### config.mk
export PLATFORM = sky130hd
export DESIGN_NAME = fft_detect_sequencer
export DESIGN_NICKNAME = d
export VERILOG_FILES = /design/src/rtl/fft_detect_sequencer.sv
export SDC_FILE = /design/constraint.sdc
export NUM_CORES = 1
export LEC_CHECK = 0
export CAP_MARGIN = 20
export CELL_PAD_IN_SITES_DETAIL_PLACEMENT = 1
export CELL_PAD_IN_SITES_GLOBAL_PLACEMENT = 2
export CORE_UTILIZATION = 29
export CTS_CLUSTER_DIAMETER = 30
export DETAILED_ROUTE_END_ITERATION = 8
export PLACE_DENSITY = 0.75
export SLEW_MARGIN = 10
export SYNTH_ARGS = -nofsm -noshare
export SYNTH_HDL_FRONTEND = slang
export SYNTH_SLANG_ARGS = --single-unit
### constraint.sdc
create_clock -name clk -period 1.8 [get_ports clk]
set_clock_uncertainty 0.05 [all_clocks]
set_input_delay 0.36 -clock clk [delete_from_list [all_inputs] [get_ports clk]]
set_output_delay 0.36 -clock clk [all_outputs]
set_load 0.02 [all_outputs]
### src/rtl/fft_detect_sequencer.sv
// Frame controller for the shared FFT -> freqdetect chain: per-channel sequencing,
// peak-bin collection, atomic frame publish and magnitude RAM read-port arbitration.
//
// Ports:
//   clk, reset (async, active-low)      clock and reset
//   start                               frame request pulse (honoured only in IDLE)
//   fft_start, fft_ch, fftdone          FFT launch pulse, routed channel, completion
//   det_go, detectdone, det_maxbin      freqdetect enable level, completion, peak bin
//   det_ramaddr, host_req, host_addr    RAM read requesters
//   host_gnt, ram_addr                  host grant and muxed RAM read address
//   bins_out, frame_valid               published peak bins (ch0 in LSBs) and update pulse
//   busy, timeout_err                   not-idle flag and sticky watchdog-abort flag
//
// Configuration macro FDS_HOST_ARB_EN: when defined the host may use the RAM read port
// outside DETECT; when undefined the port belongs to freqdetect and the host is never granted.
module fft_detect_sequencer #(
    parameter int NCH     = 4,
    parameter int ADDR_W  = 11,
    parameter int TMO_CYC = 8191,
    localparam int CH_W   = $clog2(NCH)
) (
    input  logic                  clk,
    input  logic                  reset,
    input  logic                  start,
    output logic                  fft_start,
    output logic [CH_W-1:0]       fft_ch,
    input  logic                  fftdone,
    output logic                  det_go,
    input  logic                  detectdone,
    input  logic [ADDR_W-1:0]     det_maxbin,
    input  logic [ADDR_W-1:0]     det_ramaddr,
    input  logic                  host_req,
    input  logic [ADDR_W-1:0]     host_addr,
    output logic                  host_gnt,
    output logic [ADDR_W-1:0]     ram_addr,
    output logic [NCH*ADDR_W-1:0] bins_out,
    output logic                  frame_valid,
    output logic                  busy,
    output logic                  timeout_err
);

    localparam int WD_W = $clog2(TMO_CYC + 1);

    typedef enum logic [2:0] {
        IDLE,
        LAUNCH,
        FFT_WAIT,
        DETECT,
        NEXT,
        PUBLISH
    } state_t;

    state_t            state, state_n;
    logic [CH_W-1:0]   ch, ch_n;
    logic [WD_W-1:0]   wdog, wdog_n;
    logic [ADDR_W-1:0] shadow [NCH];
    logic              expired;
    logic              cap;
    logic              pub;
    logic              tmo_set;
    logic              tmo_clr;

    // Expiry is the TMO_CYC-th cycle spent in a watched phase; a done event
    // in that same cycle takes priority in the next-state logic below.
    assign expired = (wdog == WD_W'(TMO_CYC - 1));

    always_comb begin
        state_n = state;
        ch_n    = ch;
        wdog_n  = wdog;
        cap     = 1'b0;
        pub     = 1'b0;
        tmo_set = 1'b0;
        tmo_clr = 1'b0;
        unique case (state)
            IDLE: begin
                if (start) begin
                    state_n = LAUNCH;
                    ch_n    = '0;
                    tmo_clr = 1'b1;
                end
            end
            LAUNCH: begin
                wdog_n  = '0;
                state_n = FFT_WAIT;
            end
            FFT_WAIT: begin
                if (fftdone) begin
                    wdog_n  = '0;
                    state_n = DETECT;
                end else if (expired) begin
                    tmo_set = 1'b1;
                    ch_n    = '0;
                    state_n = IDLE;
                end else begin
                    wdog_n = wdog + WD_W'(1);
                end
            end
            DETECT: begin
                if (detectdone) begin
                    cap     = 1'b1;
                    state_n = NEXT;
                end else if (expired) begin
                    tmo_set = 1'b1;
                    ch_n    = '0;
                    state_n = IDLE;
                end else begin
                    wdog_n = wdog + WD_W'(1);
                end
            end
            NEXT: begin
                if (ch == CH_W'(NCH - 1)) begin
                    state_n = PUBLISH;
                end else begin
                    ch_n    = ch + CH_W'(1);
                    state_n = LAUNCH;
                end
            end
            PUBLISH: begin
                pub     = 1'b1;
                ch_n    = '0;
                state_n = IDLE;
            end
            default: begin
                ch_n    = '0;
                state_n = IDLE;
            end
        endcase
    end

    always_ff @(posedge clk or negedge reset) begin
        if (!reset) begin
            state       <= IDLE;
            ch          <= '0;
            wdog        <= '0;
            bins_out    <= '0;
            frame_valid <= 1'b0;
            timeout_err <= 1'b0;
            for (int i = 0; i < NCH; i++) begin
                shadow[i] <= '0;
            end
        end else begin
            state       <= state_n;
            ch          <= ch_n;
            wdog        <= wdog_n;
            frame_valid <= pub;
            if (cap) begin
                shadow[ch] <= det_maxbin;
            end
            // frame_valid and bins_out change on the same edge so the
            // pulse always qualifies the freshly published frame.
            if (pub) begin
                for (int i = 0; i < NCH; i++) begin
                    bins_out[i*ADDR_W +: ADDR_W] <= shadow[i];
                end
            end
            if (tmo_clr) begin
                timeout_err <= 1'b0;
            end else if (tmo_set) begin
                timeout_err <= 1'b1;
            end
        end
    end

    assign fft_start = (state == LAUNCH);
    assign fft_ch    = ch;
    assign det_go    = (state == DETECT);
    assign busy      = (state != IDLE);

`ifdef FDS_HOST_ARB_EN
    // freqdetect has absolute priority during DETECT; the host is dropped
    // without notice and must watch host_gnt every cycle.
    assign host_gnt = host_req & ~det_go;
    assign ram_addr = det_go ? det_ramaddr : host_addr;
`else
    logic unused_host;
    assign unused_host = ^{host_req, host_addr};
    assign host_gnt    = 1'b0;
    assign ram_addr    = det_ramaddr;
`endif

endmodule
==> impl_metrics.csv, run 1 <==
group,metric,value,unit
outcome,status,"complete, no violations",
worst_setup_path,path_cells,"clkdlybuf4s50_1",
pwr,switching_share,33.5,%
place,place_inst,704,
floorplan,dieArea,16400,um^2
finish,antenna_cells,0,
pwr,powerDensity,1520,nW/um^2
place,place_congestion,0.771,
floorplan,core_area,15400,um^2
route,drc,0,
floorplan,start_util,30.0,%
yosys,synthMuxAreaShare,10.7,%
place,pre_cts_ws,-0.337,ns
pwr,ir_worst_vdd,0.000617,V
finish,final_area,6040,um^2
pwr,p_int,6.12,mW
worst_setup_path,worst-setup-path-type,"flop to primary output",
yosys,ys_warn_count,0,
route,drt_first_pass_iters,4,
pwr,leakagePower,3.01,nW
finish,nets,554,
timing,fin_crit_sh,97.1,%
global_route,grt_pass1_vias,3507,
finish,fin_cells,725,
global_route,grt_pass1_wl,18500,um
worst_setup_path,worstPathArrival,1.34,ns
worst_setup_path,path_max_fanout,2,
worst_setup_path,crit_buf_inv,1,
yosys,synthXorXnorAreaFrac,0.759,%
clock_tree,cts-root-buf,"clkbuf_16",
timing,worst_slack,0.0529,ns
flow_run,cap_viol_max_count,0,
clock_tree,clk_latency,0.35,ns
yosys,synth.net_count,476,
floorplan,die_w,128,um
clock_tree,clock_path_buffers,2,
pwr,power.switching,3.09,mW
timing,period_needed,1.75,ns
timing,hold_viol,0,
global_route,antenna_found_initial,0,
hold_path,hp-class,"primary input to async pin",
yosys,syn-cell-area,4610,um^2
yosys,synth_flop_cell,"dfrtp_1",
finish,synthToLayoutAreaGrowth,30.9,%
yosys,yosysSeqAreaShare,58.6,%
yosys,synth_compound_area_share,6.07,%
route,via_per_inst,4.54,
pwr,p_comb_share,35.5,%
place,place_area,5630,um^2
worst_setup_path,required,1.39,ns
global_route,grtUsageTotal,14.6,%
clock_tree,cts_tree,"yes",
place,port_buffers,66,
yosys,synthSimpleGateAreaFrac,16.8,%
yosys,synth_top_family_by_area,"simple AND/OR/NAND/NOR gates",
timing,setup_viol,0,
route,drtIter0Drc,96,
yosys,synthAdderAreaFrac,1.63,%
route,detail-route-antenna-nets,0,
worst_setup_path,cp_slowest_stage_delay,0.61,ns
floorplan,row_count,45,
yosys,ys_ff_latch,108,
yosys,synth-edff-count,0,
clock_tree,clkTransAtPathRegs,0.08,ns
clock_tree,ctsHtreeMaxLevel,3,
yosys,synth_cell_types,44,
pwr,seqPwrFrac,41.5,%
route,wl_per_cell,15.4,um
finish,drive_above_1_share,22.0,%
worst_setup_path,timing.rr.start,"state[2]",
place,hpwlAfterDp,7860,um
yosys,syn_inst,431,
timing,slew_violations,0,
global_route,grt_max_degree,46,
worst_setup_path,crit_path_top_delay_cell,"clkdlybuf4s50_1",
route,num_vias,3295,
pwr,p_clk_share,23.0,%
clock_tree,cts_made_buffers,9,
worst_setup_path,cp-startpoint,"bins_out[33]",
timing,clock.fmax,572,MHz
worst_setup_path,cp-start-kind,"flop",
global_route,overflow,0,
worst_setup_path,cpLargestDelayFamily,"buffers and inverters",
clock_tree,clkSinkCount,108,
floorplan,num_io_pins,102,
yosys,synthArstFlopShare,100,%
worst_setup_path,critPathCaptureType,"primary output",
yosys,avgSynthCellArea,10.7,um^2
route,wl,11200,um
floorplan,fp.dieH,128,um
==> repair_timing <==
| item | CTS | global route |
|---|---|---|
| setup buffers | 1 | 3 |
| hold endpoints to repair | 20 | 0 |
| hold buffers | 1 | 0 |
| endpoints found under the setup margin | 10 | 22 |
| pin swaps | 1 | 3 |
| resized for setup | 17 | 22 |
==> worst paths after layout <==
kind | slack, ns | depth (start not counted) | endpoint
min in group clk | 0.41 | 2 | bins_out[23]
setup / recovery | 0.05 | 1 | bins_out[33]
max in group asynchronous | 0.73 | 3 | bins_out[7]
hold / removal | 0.40 | 2 | shadow[15]
hold reg to reg | 0.41 | 2 | bins_out[23]
setup reg to reg | 0.09 | 6 | wdog[12]
==> metal layers <==
metal	track usage (%)	vias up	part of all wire, %
li1	-	1584	-
met4	3.18	0	0.83
met2	25.1	62	50
met5	0	-	0
met3	4.01	9	4.2
met1	18.3	1640	45
==> cell type report <==
class                           instances  area, um^2
Clock inverter                          5        63.8
Clock buffer                           11         253
Timing Repair Buffer                   99        1000
Fill cell                            1690        9330
Tap cell                              211         264
Inverter                               12        45.0
Multi-Input combinational cell        279        1710
Sequential cell                       108        2710
==> stage by stage <==
stage               TNS [ns]  power, mW  hold WS [ns]  util (%)
finish                     0       9.21         0.400      39.3
CTS                        0       9.27         0.409      38.9
global placement      -12.01       6.98         0.229      36.7
global route         -0.0237       9.82         0.424      39.3
floorplan                  0       5.60        0.0144         -
detailed placement    -14.20       7.11         0.236      36.7
==> cell families after synthesis <==
family / count (synthesis)
and+or+nand+nor: 183
DFF: 108
adders and majority gates: 6
buffers and inverters: 44
other: 1
muxes: 44
xor gates and xnor gates: 4
AOI/OAI and AO/OA: 41
==> sequential cells by signal (all words and copies together), names as in the netlist <==
signal	flops
shadow	44
state	3
bins_out	44
wdog	13
frame_valid	1
fft_ch	2
timeout_err	1
==> cell usage after synthesis, types with 4 or more instances <==
cell	number	area share, %
nor2_1	11	0.89
buf_4	13	2.1
nand2_1	141	11
and3_1	4	0.54
mux2_2	44	11
ha_1	6	1.6
clkbuf_1	4	0.33
nand4_1	4	0.54
dfrtp_1	108	59
nor3_1	4	0.43
buf_2	13	1.4
o21ai_0	8	0.87
a31oi_1	4	0.54
nand3_1	4	0.43
inv_1	11	0.89
a21oi_1	9	0.98
and4_1	4	0.76
==> power by group through the flow <==
stage	logic [mW]	registers [mW]	clock network, mW
floorplan	1.49	4.11	0
global placement	3.17	3.81	0
detailed placement	3.25	3.86	0
CTS	3.26	3.82	2.18
global route	3.58	3.96	2.28
finish	3.27	3.82	2.12
==> cells in the final DEF (no fill, tap or decap), drive strengths merged, types with 3 or more instances in the layout <==
cell type	instances
dlymetal6s2s	8
ha	6
inv	15
buf	35
mux2	44
nor2	12
clkdlybuf4s50	50
nand4	4
xnor2	3
o31ai	3
dlygate4sd2	4
and3	4
o21ai	8
a31oi	4
nor3	5
dfrtp	108
a21oi	10
nand2	141
a211oi	5
nand3	4
clkbuf	12
o32ai	3
and4	4
No activity file was read; power rests on OpenSTA's default activity.
==> run 2, diff against run 1 <==
--- a/config.mk
+++ b/config.mk
@@ -5,6 +5,7 @@
 export SDC_FILE = /design/constraint.sdc
 export NUM_CORES = 1
 export LEC_CHECK = 0
+export ABC_CLOCK_PERIOD_IN_PS = 1800
 export CAP_MARGIN = 20
 export CELL_PAD_IN_SITES_DETAIL_PLACEMENT = 1
 export CELL_PAD_IN_SITES_GLOBAL_PLACEMENT = 2
==> results of run 2 <==
Final layout, timing and power as in run 1 (identical DEF).
